[config.mk]
export PLATFORM = sky130hd
export DESIGN_NAME = matmul_seq_flat
export DESIGN_NICKNAME = d
export VERILOG_FILES = /design/src/rtl/matmul_seq_pkg.sv /design/src/rtl/matmul_seq_if.sv /design/src/rtl/matmul_seq_idx_gen.sv /design/src/rtl/matmul_seq.sv /design/src/flat_wrapper.sv
export SDC_FILE = /design/constraint.sdc
export NUM_CORES = 1
export LEC_CHECK = 0
export CAP_MARGIN = 20
export CORE_MARGIN = 2
export CORE_UTILIZATION = 54
export CTS_CLUSTER_DIAMETER = 100
export CTS_CLUSTER_SIZE = 40
export DETAILED_ROUTE_END_ITERATION = 10
export MAX_ROUTING_LAYER = met4
export PLACE_DENSITY = 0.84
export SLEW_MARGIN = 40
export SYNTH_ARGS = -nofsm -noshare
export SYNTH_HDL_FRONTEND = slang
export SYNTH_SLANG_ARGS = --single-unit
[constraint.sdc]
create_clock -name CLK -period 4.3 [get_ports CLK]
set_input_delay 0.86 -clock CLK [delete_from_list [all_inputs] [get_ports CLK]]
set_output_delay 0.86 -clock CLK [all_outputs]
set_load 0.005 [all_outputs]
[src/rtl/matmul_seq_pkg.sv]
// matmul_pkg: shared types and constants for the matmul_seq sequencer.
//   - state_t        : sequencer FSM state encoding
//   - MAX_ELEMS_DFLT : default largest element count of any matrix
//   - AW_DFLT        : default element address width
//   - DIM_W          : width of each dimension input
//   - addr_calc      : x*y+z computed unsigned at 8 bits
package matmul_pkg;

    localparam int MAX_ELEMS_DFLT = 16;
    localparam int AW_DFLT        = 8;
    localparam int DIM_W          = 4;

    typedef enum logic [2:0] {
        ST_IDLE,
        ST_CHECK,
        ST_CLEAR,
        ST_MAC,
        ST_WRITE,
        ST_DONE,
        ST_ERR
    } state_t;

    // Row-major address: always evaluated at 8 bits, callers resize to AW.
    function automatic logic [7:0] addr_calc(
        input logic [DIM_W-1:0] x,
        input logic [DIM_W-1:0] y,
        input logic [DIM_W-1:0] z
    );
        return 8'(x) * 8'(y) + 8'(z);
    endfunction

endpackage

[src/rtl/matmul_seq_if.sv]
// matmul_seq_if: request/status and memory-strobe bundle of matmul_seq.
//   master : drives start, abort, r1, c1, r2, c2; observes everything else
//   slave  : the sequencer; drives busy, a_addr, b_addr, mac_clr, mac_en,
//            c_wr, c_addr, done, err
interface matmul_seq_if #(
    parameter int AW = matmul_pkg::AW_DFLT
);
    logic                          start;
    logic                          abort;
    logic [matmul_pkg::DIM_W-1:0]  r1;
    logic [matmul_pkg::DIM_W-1:0]  c1;
    logic [matmul_pkg::DIM_W-1:0]  r2;
    logic [matmul_pkg::DIM_W-1:0]  c2;
    logic                          busy;
    logic [AW-1:0]                 a_addr;
    logic [AW-1:0]                 b_addr;
    logic                          mac_clr;
    logic                          mac_en;
    logic                          c_wr;
    logic [AW-1:0]                 c_addr;
    logic                          done;
    logic                          err;

    modport master (
        output start, abort, r1, c1, r2, c2,
        input  busy, a_addr, b_addr, mac_clr, mac_en, c_wr, c_addr, done, err
    );

    modport slave (
        input  start, abort, r1, c1, r2, c2,
        output busy, a_addr, b_addr, mac_clr, mac_en, c_wr, c_addr, done, err
    );

endinterface

[src/rtl/matmul_seq_idx_gen.sv]
// matmul_idx_gen: i/j/k loop counters and row-major address generation.
//   CLK, RST_N      : clock, synchronous active-low reset
//   zero            : clear i, j, k
//   step_k          : advance k (MAC cycle), wrapping after c1-1
//   step_j          : advance j (WRITE cycle), wrapping into i after c2-1
//   r1, c1, c2      : latched dimensions
//   last_i/j/k      : counter sits on its final value
//   a/b/c_addr      : i*c1+k, k*c2+j, i*c2+j resized to AW
module matmul_idx_gen
    import matmul_pkg::*;
#(
    parameter int AW = AW_DFLT
) (
    input  logic             CLK,
    input  logic             RST_N,
    input  logic             zero,
    input  logic             step_k,
    input  logic             step_j,
    input  logic [DIM_W-1:0] r1,
    input  logic [DIM_W-1:0] c1,
    input  logic [DIM_W-1:0] c2,
    output logic             last_i,
    output logic             last_j,
    output logic             last_k,
    output logic [AW-1:0]    a_addr,
    output logic [AW-1:0]    b_addr,
    output logic [AW-1:0]    c_addr
);

    logic [DIM_W-1:0] i;
    logic [DIM_W-1:0] j;
    logic [DIM_W-1:0] k;

    assign last_i = (i == r1 - 1'b1);
    assign last_j = (j == c2 - 1'b1);
    assign last_k = (k == c1 - 1'b1);

    always_ff @(posedge CLK) begin
        if (!RST_N || zero) begin
            i <= '0;
            j <= '0;
            k <= '0;
        end else begin
            if (step_k) begin
                k <= last_k ? '0 : k + 1'b1;
            end
            if (step_j) begin
                if (last_j) begin
                    j <= '0;
                    i <= i + 1'b1;
                end else begin
                    j <= j + 1'b1;
                end
            end
        end
    end

    assign a_addr = AW'(addr_calc(i, c1, k));
    assign b_addr = AW'(addr_calc(k, c2, j));
    assign c_addr = AW'(addr_calc(i, c2, j));

endmodule

[src/rtl/matmul_seq.sv]
// matmul_seq: sequencer for C = A x B over external element arrays and an
// external multiply-accumulator. One result element costs one clear cycle,
// c1 MAC cycles and one write cycle.
//   CLK, RST_N : clock, synchronous active-low reset
//   bus        : matmul_seq_if.slave (request, dimensions, strobes, status)
//   cyc_cnt    : busy-cycle counter, present only with MATMUL_SEQ_PERF_EN
//
// state    | meaning
// ---------+-----------------------------------------------
// ST_IDLE  | waiting for start, dimensions latched on start
// ST_CHECK | validate latched dimensions, zero i/j/k
// ST_CLEAR | mac_clr for the next result element
// ST_MAC   | mac_en, k walks 0..c1-1
// ST_WRITE | c_wr of element (i,j), advance j/i
// ST_DONE  | done pulse, success
// ST_ERR   | done pulse with err set, request rejected
module matmul_seq
    import matmul_pkg::*;
#(
    parameter int MAX_ELEMS = MAX_ELEMS_DFLT,
    parameter int AW        = AW_DFLT
) (
    input  logic        CLK,
    input  logic        RST_N,
    matmul_seq_if.slave bus
`ifdef MATMUL_SEQ_PERF_EN
    ,
    output logic [15:0] cyc_cnt
`endif
);

    state_t           state;
    logic [DIM_W-1:0] r1_q;
    logic [DIM_W-1:0] c1_q;
    logic [DIM_W-1:0] r2_q;
    logic [DIM_W-1:0] c2_q;
    logic             last_i;
    logic             last_j;
    logic             last_k;
    logic [AW-1:0]    a_addr_w;
    logic [AW-1:0]    b_addr_w;
    logic [AW-1:0]    c_addr_w;
    logic [7:0]       n_a;
    logic [7:0]       n_b;
    logic [7:0]       n_c;
    logic             dims_bad;
    logic             accept;

    assign n_a = 8'(r1_q) * 8'(c1_q);
    assign n_b = 8'(r2_q) * 8'(c2_q);
    assign n_c = 8'(r1_q) * 8'(c2_q);

    assign dims_bad = (c1_q != r2_q)
                   || (r1_q == '0) || (c1_q == '0) || (r2_q == '0) || (c2_q == '0)
                   || (32'(n_a) > 32'(MAX_ELEMS))
                   || (32'(n_b) > 32'(MAX_ELEMS))
                   || (32'(n_c) > 32'(MAX_ELEMS));

    // abort in the same IDLE cycle drops the start
    assign accept = (state == ST_IDLE) && bus.start && !bus.abort;

    matmul_idx_gen #(.AW(AW)) u_idx (
        .CLK    (CLK),
        .RST_N  (RST_N),
        .zero   (state == ST_CHECK),
        .step_k (state == ST_MAC),
        .step_j (state == ST_WRITE),
        .r1     (r1_q),
        .c1     (c1_q),
        .c2     (c2_q),
        .last_i (last_i),
        .last_j (last_j),
        .last_k (last_k),
        .a_addr (a_addr_w),
        .b_addr (b_addr_w),
        .c_addr (c_addr_w)
    );

    assign bus.a_addr = a_addr_w;
    assign bus.b_addr = b_addr_w;
    assign bus.c_addr = c_addr_w;

    // Strobes are registered for the state being entered, so each strobe is
    // high exactly while the FSM sits in the matching state.
    always_ff @(posedge CLK) begin
        if (!RST_N) begin
            state       <= ST_IDLE;
            r1_q        <= '0;
            c1_q        <= '0;
            r2_q        <= '0;
            c2_q        <= '0;
            bus.busy    <= 1'b0;
            bus.mac_clr <= 1'b0;
            bus.mac_en  <= 1'b0;
            bus.c_wr    <= 1'b0;
            bus.done    <= 1'b0;
            bus.err     <= 1'b0;
        end else begin
            bus.mac_clr <= 1'b0;
            bus.mac_en  <= 1'b0;
            bus.c_wr    <= 1'b0;
            bus.done    <= 1'b0;
            if (bus.abort && state != ST_IDLE) begin
                state    <= ST_IDLE;
                bus.busy <= 1'b0;
            end else begin
                case (state)
                    ST_IDLE: begin
                        if (accept) begin
                            r1_q     <= bus.r1;
                            c1_q     <= bus.c1;
                            r2_q     <= bus.r2;
                            c2_q     <= bus.c2;
                            bus.err  <= 1'b0;
                            bus.busy <= 1'b1;
                            state    <= ST_CHECK;
                        end
                    end
                    ST_CHECK: begin
                        if (dims_bad) begin
                            bus.done <= 1'b1;
                            bus.err  <= 1'b1;
                            state    <= ST_ERR;
                        end else begin
                            bus.mac_clr <= 1'b1;
                            state       <= ST_CLEAR;
                        end
                    end
                    ST_CLEAR: begin
                        bus.mac_en <= 1'b1;
                        state      <= ST_MAC;
                    end
                    ST_MAC: begin
                        if (last_k) begin
                            bus.c_wr <= 1'b1;
                            state    <= ST_WRITE;
                        end else begin
                            bus.mac_en <= 1'b1;
                        end
                    end
                    ST_WRITE: begin
                        if (last_i && last_j) begin
                            bus.done <= 1'b1;
                            state    <= ST_DONE;
                        end else begin
                            bus.mac_clr <= 1'b1;
                            state       <= ST_CLEAR;
                        end
                    end
                    ST_DONE, ST_ERR: begin
                        bus.busy <= 1'b0;
                        state    <= ST_IDLE;
                    end
                    default: begin
                        bus.busy <= 1'b0;
                        state    <= ST_IDLE;
                    end
                endcase
            end
        end
    end

`ifdef MATMUL_SEQ_PERF_EN
    always_ff @(posedge CLK) begin
        if (!RST_N) begin
            cyc_cnt <= '0;
        end else if (accept) begin
            cyc_cnt <= '0;
        end else if (bus.busy && cyc_cnt != 16'hFFFF) begin
            cyc_cnt <= cyc_cnt + 16'd1;
        end
    end
`endif

endmodule

[src/flat_wrapper.sv]
// flat-port wrapper written by rule: the top's interface ports become plain ports
module matmul_seq_flat import matmul_pkg::*;
#(
    parameter int MAX_ELEMS = MAX_ELEMS_DFLT,
    parameter int AW        = AW_DFLT
)
  (CLK, RST_N, bus_start, bus_abort, bus_r1, bus_c1, bus_r2, bus_c2, bus_busy, bus_a_addr, bus_b_addr, bus_mac_clr, bus_mac_en, bus_c_wr, bus_c_addr, bus_done, bus_err);
  matmul_seq_if #(.AW(AW)) bus_i ();
  input  logic CLK;
  input  logic RST_N;
  input wire logic [$bits(bus_i.start)-1:0] bus_start;
  input wire logic [$bits(bus_i.abort)-1:0] bus_abort;
  input wire logic [$bits(bus_i.r1)-1:0] bus_r1;
  input wire logic [$bits(bus_i.c1)-1:0] bus_c1;
  input wire logic [$bits(bus_i.r2)-1:0] bus_r2;
  input wire logic [$bits(bus_i.c2)-1:0] bus_c2;
  output wire logic [$bits(bus_i.busy)-1:0] bus_busy;
  output wire logic [$bits(bus_i.a_addr)-1:0] bus_a_addr;
  output wire logic [$bits(bus_i.b_addr)-1:0] bus_b_addr;
  output wire logic [$bits(bus_i.mac_clr)-1:0] bus_mac_clr;
  output wire logic [$bits(bus_i.mac_en)-1:0] bus_mac_en;
  output wire logic [$bits(bus_i.c_wr)-1:0] bus_c_wr;
  output wire logic [$bits(bus_i.c_addr)-1:0] bus_c_addr;
  output wire logic [$bits(bus_i.done)-1:0] bus_done;
  output wire logic [$bits(bus_i.err)-1:0] bus_err;
  assign bus_i.start = bus_start;
  assign bus_i.abort = bus_abort;
  assign bus_i.r1 = bus_r1;
  assign bus_i.c1 = bus_c1;
  assign bus_i.r2 = bus_r2;
  assign bus_i.c2 = bus_c2;
  assign bus_busy = bus_i.busy;
  assign bus_a_addr = bus_i.a_addr;
  assign bus_b_addr = bus_i.b_addr;
  assign bus_mac_clr = bus_i.mac_clr;
  assign bus_mac_en = bus_i.mac_en;
  assign bus_c_wr = bus_i.c_wr;
  assign bus_c_addr = bus_i.c_addr;
  assign bus_done = bus_i.done;
  assign bus_err = bus_i.err;
  matmul_seq #(.MAX_ELEMS(MAX_ELEMS), .AW(AW)) u_core (.CLK(CLK), .RST_N(RST_N), .bus(bus_i));
endmodule
==> results of run 1 <==
-- per-layer routing --
layer | part of all wire [%] | vias up
met1 | 42 | 2159
met4 | 2.1 | 0
li1 | - | 2217
met3 | 6.0 | 26
met2 | 49 | 173
met5 | 0 | -
-- area by class of cell --
cell class	instances	area [sq um]
Tap cell	129	161
Clock buffer	5	68.8
Inverter	69	259
Multi-Input combinational cell	493	4230
Clock inverter	3	68.8
Sequential cell	37	754
Timing Repair Buffer	95	802
Fill cell	699	2940
-- power breakdown --
part | switching [mW] | internal, mW | total (mW)
sequential | 0.0168 | 0.353 | 0.369
clock | 0.141 | 0.234 | 0.374
combinational | 0.0852 | 0.0730 | 0.158
-- repair_timing --
action                     CTS  global route
hold endpoints to repair     0             0
setup endpoints to repair   15            16
gates cloned                 0             0
gates resized for setup     62            25
buffers inserted             5             1
pin swaps                   23            11
-- sequential cells by signal, indices dropped and copies added, names as in the netlist --
name,cells
u_core.bus.c_wr,1
u_core.bus.err,1
u_core.c2_q,4
u_core.bus.done,1
u_core.u_idx.j,4
u_core.bus.mac_clr,1
u_core.r2_q,4
u_core.c1_q,4
u_core.u_idx.i,4
u_core.u_idx.k,4
u_core.state,3
u_core.bus.busy,1
u_core.bus.mac_en,1
u_core.r1_q,4
-- logic make-up (layout without fill, tap and decap cells) --
| family | after synthesis | after routing | synth area share (%) |
|---|---|---|---|
| buffers and inverters | 95 | 172 | 7.05 |
| AO/OA/AOI/OAI | 83 | 83 | 10.5 |
| XOR/XNOR | 48 | 48 | 8.14 |
| adder cells (fa/ha/maj) | 125 | 125 | 35.1 |
| flip-flops | 37 | 37 | 14.3 |
| AND/OR/NAND/NOR | 233 | 233 | 24.2 |
| multiplexers | 4 | 4 | 0.775 |
-- cell usage after synthesis, types with 2 or more instances --
master	number	area [sq um]
or2_2	4	25.0
a2111oi_0	3	26.3
fa_1	33	661
mux2i_1	4	40.0
nand2b_1	5	31.3
a21o_1	6	45.0
nor2b_1	4	25.0
xor2_1	14	123
or3_1	2	12.5
nor2_1	40	150
nor3_2	3	30.0
ha_1	92	1150
buf_2	6	30.0
inv_1	69	259
or4b_1	2	20.0
nor4_1	3	18.8
a21oi_1	27	135
dfxtp_1	37	741
nor3_1	7	35.0
or4_1	3	22.5
nor3b_1	5	37.5
a21boi_0	17	128
and2_1	59	369
and3_1	3	18.8
o21ai_0	7	35.0
xnor2_1	34	298
a31oi_1	2	12.5
clkbuf_1	20	75.1
o21bai_1	6	45.0
nand2_1	71	267
nand4_1	3	18.8
nand3b_1	2	15.0
a211oi_1	4	30.0
nand3_1	10	50.1
o21ai_1	3	15.0
-- worst max-delay path, stage by stage, from the launching register on --
cell	delay [ns]
dfxtp_2	0.35
and2_4	0.16
fa_1	0.53
inv_1	0.05
fa_1	0.47
fa_1	0.51
inv_2	0.05
ha_4	0.21
a21oi_2	0.12
nor2_1	0.05
nor2_1	0.13
o21bai_1	0.08
a21oi_1	0.15
xnor2_1	0.14
buf_2	0.14
-- worst min path at each step --
stage	start	to	slack (ns)	cells past startpoint
final	u_core.bus.err	u_core.bus.err	0.51	2
after global routing	u_core.bus.busy	u_core.bus.busy	0.52	2
after CTS	u_core.bus.err	u_core.bus.err	0.50	2
after detailed placement	u_core.bus.err	u_core.bus.err	0.48	2
after global placement	u_core.bus.err	u_core.bus.err	0.46	2
after floorplan	u_core.bus.err	u_core.bus.err	0.45	2
-- stage by stage --
| stage | instance area (sq um) | setup slack (ns) | total power, mW |
|---|---|---|---|
| after global routing | 6340 | -0.143 | 0.934 |
| final | 6340 | -0.00179 | 0.902 |
| after global placement | 6020 | -0.168 | 0.524 |
| after CTS | 6250 | -0.0360 | 0.897 |
| after detailed placement | 6020 | -0.315 | 0.529 |
| after floorplan | 5170 | 0.0612 | 0.468 |
==> flow_metrics.env, run 1 <==
export IMPL_drc=0
export IMPL_reg2reg_from="u_core.c2_q[3]"
export IMPL_num_io_pins=50
export IMPL_area_growth_pct=22.8
export IMPL_cp_end_kind="output pin"
export IMPL_synthCells=625
export IMPL_startpoint="u_core.c2_q[3]"
export IMPL_cts_buffer_depth=2
export IMPL_drt_wl_total_mm=13.1
export IMPL_core_area_sq_um=9280
export IMPL_final_common_cell="ha_1"
export IMPL_vias_per_cell=5.51
export IMPL_rsz0062_at_grt="true"
export IMPL_finalHoldViolations=0
export IMPL_status="finished with violations"
export IMPL_initial_core_util_pct=55.7
export IMPL_tightestPinTransition_ns=0.732
export IMPL_syn_area_sq_um=5170
export IMPL_dr_pass1_iters=5
export IMPL_cp_required_ns=3.44
export IMPL_cts_root_buf="clkbuf_8"
export IMPL_fin_crit_ns=4.30
export IMPL_clock_skew_ns=0.00552
export IMPL_r2r_end="u_core.bus.done"
export IMPL_maxSlewViolCount=0
export IMPL_cp_max_fo=4
export IMPL_grt_busiest_layer="met2"
export IMPL_power_density_nw_per_um2=142
export IMPL_grt_antenna_before_repair=0
export IMPL_yosysSeqAreaShare_pct=14.3
export IMPL_fin_ws_ns=-0.00179
export IMPL_synth_edf_count=0
export IMPL_dieArea_sq_um=10400
export IMPL_gr_usage_met3_pct=2.94
export IMPL_grt_max_degree=22
export IMPL_ys_flop_type="dfxtp_1"
export IMPL_wl_per_cell_microns=15.8
export IMPL_slew_headroom_pct=51.0
export IMPL_p_leak_nw=3.17
export IMPL_syn_nets=770
export IMPL_fp_dieW_microns=102
export IMPL_final_cell_mix="ha_1 (85), nand2_1 (69), inv_1 (67)"
export IMPL_ctsHoldBuffers=0
export IMPL_final_cells=831
export IMPL_rows=35
export IMPL_dp_hpwl_mm=10.2
export IMPL_tritoncts="built"
export IMPL_worstSetupStartpointType="flip-flop"
export IMPL_drive_above_1_share_pct=16.1
export IMPL_synth_area_per_cell_sq_um=8.27
export IMPL_grt_pass1_wl_mm=21.6
export IMPL_violations="negative setup slack"
export IMPL_r2r_cells=12
export IMPL_async_flop_share_pct=0
export IMPL_cts_sinks=37
export IMPL_holdWs_ns=0.508
export IMPL_insertion_delay_ns=0.30
export IMPL_path_class="reg2out"
export IMPL_grt_ovfl_total=0
export IMPL_numCtsBuffers=5
export IMPL_num_vias=4575
export IMPL_htree_levels=2
export IMPL_grt_use_met1_pct=33.3
export IMPL_max_vdd_ir_drop_mv=0.205
export IMPL_nNetsFinal=846
export IMPL_ys_warn_count=0
export IMPL_setup_viol=1
export IMPL_placed_cells=818
export IMPL_rrSetupSlack_ns=0.21
export IMPL_fp_dieH_microns=102
export IMPL_worstSetupEndpoint="bus_c_addr[7]"
export IMPL_port_buffers=49
export IMPL_met2_usage_pct=46.5
export IMPL_grt_total_usage_pct=26.8
export IMPL_initialDrtViolationCount=213
export IMPL_hold_class="reg2reg"
export IMPL_final_util_pct=68.3
export IMPL_fin_setup_tns_ns=-0.00179
export IMPL_fin_crit_sh_pct=100
export IMPL_gp_congestion=0.943
export IMPL_antenna_cells=0
export IMPL_timing_fmax_mhz=232
export IMPL_grt_pass1_vias=4739
export IMPL_arrival_ns=3.44
export IMPL_antenna_left=0
export IMPL_clk_pin_slew_ns=0.08
export IMPL_cap_violations=0
export IMPL_synthDistinctLibCells=50
export IMPL_ys_ff_latch=37
Note: power is estimated with default switching activity, not from simulation.
==> run 2: changes to the inputs <==
--- a/config.mk
+++ b/config.mk
@@ -11,7 +11,6 @@
 export CTS_CLUSTER_DIAMETER = 100
 export CTS_CLUSTER_SIZE = 40
 export DETAILED_ROUTE_END_ITERATION = 10
-export MAX_ROUTING_LAYER = met4
 export PLACE_DENSITY = 0.84
 export SLEW_MARGIN = 40
 export SYNTH_ARGS = -nofsm -noshare
==> run 2 against run 1 <==
The flow still finishes with violations (negative setup slack). Utilization down 0.63 points. Sequential share of layout area up 0.17 points. Critical path depth up 1. Setup slack worse by 0.19 ns. Die area unchanged. Clock power down 28%. Clock skew up 0.010 ns. Power down 12%. Final cell count up 0.36%. Critical path type unchanged. Critical endpoint unchanged. Largest power group is now registers.
==> flow_metrics.env, run 2 (same netlist as run 1, synthesis figures left out) <==
export IMPL_rrSetupSlack_ns=0.28
export IMPL_worstSetupStartpointType="flip-flop"
export IMPL_fp_dieH_microns=102
export IMPL_cp_end_kind="output pin"
export IMPL_final_common_cell="ha_1"
export IMPL_fp_dieW_microns=102
export IMPL_setup_viol=4
export IMPL_rows=35
export IMPL_fin_ws_ns=-0.193
export IMPL_tritoncts="built"
export IMPL_grt_pass1_vias=4786
export IMPL_drive_above_1_share_pct=16.5
export IMPL_cap_violations=0
export IMPL_grt_pass1_wl_mm=22.0
export IMPL_status="finished with violations"
export IMPL_insertion_delay_ns=0.31
export IMPL_timing_fmax_mhz=223
export IMPL_cp_num_buf_inv=4
export IMPL_cts_sinks=37
export IMPL_hold_class="reg2reg"
export IMPL_num_io_pins=50
export IMPL_startpoint="u_core.c2_q[1]"
export IMPL_rsz0062_at_grt="true"
export IMPL_dr_pass1_iters=5
export IMPL_power_density_nw_per_um2=127
export IMPL_finalInstanceArea_sq_um=6290
export IMPL_port_buffers=49
export IMPL_fin_crit_sh_pct=104
export IMPL_num_vias=4629
export IMPL_cpMaxStageDelayCell="fa_1"
export IMPL_path_class="reg2out"
export IMPL_numCtsBuffers=5
export IMPL_crit_path_frequent_cell="fa_1"
export IMPL_initial_core_util_pct=55.7
export IMPL_initialDrtViolationCount=220
export IMPL_tightestPinTransition_ns=0.696
export IMPL_clock_skew_ns=0.0155
export IMPL_register_area_sq_um=758
export IMPL_cts_root_buf="clkbuf_8"
export IMPL_crit_family="adder cells"
export IMPL_htree_levels=2
export IMPL_nNetsFinal=849
export IMPL_placed_area_sq_um=6020
export IMPL_cp_max_fo=3
export IMPL_grt_max_degree=22
export IMPL_p_leak_nw=3.16
export IMPL_arrival_ns=3.63
export IMPL_core_area_sq_um=9280
export IMPL_area_growth_pct=21.6
export IMPL_grt_ovfl_total=0
export IMPL_multi_input_area_sq_um=4180
export IMPL_slew_headroom_pct=53.3
export IMPL_maxSlewViolCount=0
export IMPL_vias_per_cell=5.55
export IMPL_gp_congestion=0.928
export IMPL_fin_crit_ns=4.49
export IMPL_drc=0
export IMPL_final_cell_mix="ha_1 (89), nand2_1 (66), inv_1 (65)"
export IMPL_grt_total_usage_pct=26.7
export IMPL_cpPeakStageDelay_ns=0.54
export IMPL_r2r_cells=12
export IMPL_clk_pin_slew_ns=0.09
export IMPL_cts_buffer_depth=2
export IMPL_antenna_cells=0
export IMPL_dieArea_sq_um=10400
export IMPL_drt_wl_total_mm=13.5
export IMPL_violations="negative setup slack"
export IMPL_finalHoldViolations=0
export IMPL_grt_antenna_before_repair=0
export IMPL_hp_start="u_core.bus.err"
export IMPL_hold_end="u_core.bus.err"
export IMPL_cp_required_ns=3.44
export IMPL_holdWs_ns=0.489
export IMPL_place_ws_ns=-0.271
export IMPL_nFillCells=708
export IMPL_wl_per_cell_microns=16.2
export IMPL_antenna_left=0
export IMPL_cp_cell_sequence="buf_6, and2_4, fa_1, inv_1, fa_1, fa_1, inv_2, ha_4, a21oi_2, nor2_1, nor2_1, o21bai_1, a21oi_1, xnor2_1, buf_2"
export IMPL_dp_hpwl_mm=10.4
export IMPL_max_vdd_ir_drop_mv=0.145
export IMPL_reg2reg_from="u_core.c1_q[2]"
export IMPL_min_path_cells=2
export IMPL_r2r_end="u_core.state[2]"
## run 2: area by class of cell
| type | instances | share of cell area, % |
|---|---|---|
| multi-input combinational | 493 | 66.5 |
| timing repair buffer | 98 | 13.2 |
| sequential | 37 | 12.1 |
| clock buffer | 5 | 1.09 |
| tap | 129 | 2.57 |
| clock inverter | 3 | 0.398 |
| inverter | 69 | 4.12 |
## run 2: metrics by stage
step           utilization [%]  instances  setup TNS [ns]  total power [mW]
3_3_place_gp              64.9        818          -0.525             0.524
3_5_place_dp              64.9        818           -1.30             0.529
6_report                  67.7        834          -0.387             0.798
2_1_floorplan                -        625               0             0.468
4_1_cts                   67.2        833          -0.328             0.788
5_1_grt                   67.7        834           -1.08             0.833
## run 2: how the worst max path moves through the flow
stage / endpoint / slack [ns] / cells past startpoint
5_1_grt: bus_c_addr[7] / -0.30 / 15
3_5_place_dp: bus_c_addr[7] / -0.27 / 14
4_1_cts: bus_c_addr[7] / -0.11 / 15
3_3_place_gp: bus_c_addr[7] / -0.17 / 14
6_report: bus_c_addr[7] / -0.19 / 15
2_1_floorplan: bus_c_addr[7] / 0.06 / 15
## run 2: power by group
part           internal (mW)  switching, mW  total (mW)
Combinational         0.0744         0.0862       0.161
Sequential             0.352         0.0161       0.368
Clock                  0.117          0.152       0.269
Total                  0.543          0.254       0.798
## run 2: what timing repair did
action                     in CTS  in global routing
hold buffers                    0                  0
setup endpoints to repair      15                 16
gates cloned                    0                  0
setup buffers                   7                  2
resized for setup              65                 28
pin swaps                      29                 25
## run 2: worst reg2reg max path: cells and delay by family, from the launching register on
| kind | cells | cell delay, ns |
|---|---|---|
| AND/OR/NAND/NOR | 4 | 1.17 |
| adder cells (fa/ha/maj) | 3 | 1.53 |
| buffers and inverters | 3 | 0.36 |
| flip-flops | 1 | 0.37 |
| AO/OA/AOI/OAI | 2 | 0.48 |
## run 2: per-layer routing
metal	wire, microns	up-vias	global-route usage, %
li1	-	2226	-
met1	5630	2208	33.2
met2	6770	163	47.7
met3	736	32	3.35
met4	352	0	9.03
met5	0	-	0
==> patch: new RTL, settings of run 1 <==
Set the package constant `DIM_W` to 5 (it was 4).
--- a/src/rtl/matmul_seq_pkg.sv
+++ b/src/rtl/matmul_seq_pkg.sv
@@ -10,3 +10,3 @@
     localparam int AW_DFLT        = 8;
-    localparam int DIM_W          = 4;
+    localparam int DIM_W          = 5;
 
Interface: changed (resized bus_c1, bus_c2, bus_r1 and bus_r2); port bits go from 50 to 54. No check against the original RTL was run, so the function may have changed too.
==> patch against run 1 <==
- worst setup slack better by 0.023 ns
- area after synthesis up 25%
- critical endpoint is now bus_b_addr[5]
- routed wire length up 24%
- core utilization up 1.2 points
- total power up 23%
- clock skew up 0.0030 ns
- cell area up 26%
- sequential cell count up 7
==> patch: results (changes against run 1) <==
status completed; crit path from u_core.c2_q[1]; post-cts gate resize count 52 (-16%); met1 wire length 6820 um (+23%); FF-to-FF path depth 14 (+2); final wirelength 16,200 um (+24%); Post-CTS Setup Bufs 6 (+1); Total GRT Usage 26.4% (-0.44 points); 1st-iter DRT viols 377 (+77%); Worst R2R End u_core.state[2]; flop-to-flop setup slack 0.11 ns (-0.10 ns); GR Util met2 45.0% (-1.4 points); post-DP HPWL 12,300 um (+20%); Root Buffer clkbuf_16; Worst Setup EP bus_b_addr[5]; fillers 805 (+15%); cell-internal power 0.795 mW (+21%); met3 wire len 1180 um (+50%); Worst path max stage delay 0.55 ns (+0.02 ns); Power Total 1.11 mW (+23%); register area share after synthesis 13.7% (-0.68 points); Distinct cells, synth 53 (+6.0%); Avg Inst Size Synth 8.32 um^2 (+0.66%); Vias 5,664 (+24%); Final Wtd Congestion 0.962 (+2.1%); Reg power frac 39.5% (-1.5 points); Least-Margin Pin Slew 0.839 ns (+0.106 ns); met1 Use GR 33.1% (-0.16 points); clk buf depth 2 (unchanged); leak pwr 3.90 nW (+23%); first-pass GRT wire length 26,900 um (+25%); hold path depth 1 (-1); vias in the first global route 5,796 (+22%); synth cell count leaders 119 x nand2_1, 97 x inv_1, 86 x ha_1; Synth Net Count 948 (+23%); Worst VDD drop 0.000185 V (-9.8%); Met2 Wirelength 7930 um (+23%); pin count of the biggest net entering global routing 27 (+23%); IO Port Bufs 53 (+8.2%); routed vias/inst 5.59 (+1.5%); ANT cells 0 (unchanged); Layout Nets 1,043 (+23%); comb pwr 0.225 mW (+42%); Reg-to-Reg Start u_core.c1_q[2]; CP max FO 8 (+4); Ys Warns 0 (unchanged); Setup Skew 0.00852 ns (+0.00300 ns); top cells by area, synth fa_1 20%, ha_1 17%, dfxtp_1 14%; layout cell share with drive strength beyond 1 18.3% (+2.2 points); M3 GR Usage 4.82% (+1.9 points)
[patch: per-stage QoR]
step / hold slack (ns) / worst slack (ns) / area, um^2
floorplan: 0.493 / 0.0667 / 6450
global placement: 0.503 / -0.150 / 7520
detailed placement: 0.490 / -0.231 / 7520
CTS: 0.510 / -0.0784 / 7810
global route: 0.522 / -0.0696 / 8000
finish: 0.512 / 0.0216 / 8000
[patch: layout make-up]
type / count / area [um^2] / share of cell area (%)
multi-input cells: 588 / 5240 / 65.4
repair buffers: 133 / 1130 / 14.1
flip-flops and latches: 44 / 923 / 11.5
inverters: 98 / 368 / 4.60
well taps: 143 / 179 / 2.24
clock buffers: 5 / 125 / 1.56
clock inverters: 3 / 46.3 / 0.578
[patch: cell families (layout without fill, tap and decap cells)]
logic type,count (synthesis),after routing,synth area share (%)
mux,4,4,0.621
compound gates,97,97,11.0
flops,44,44,13.7
buf+inv,143,239,8.67
simple gates,260,260,19.2
xor+xnor,78,78,10.6
fa+ha+maj,149,149,36.2
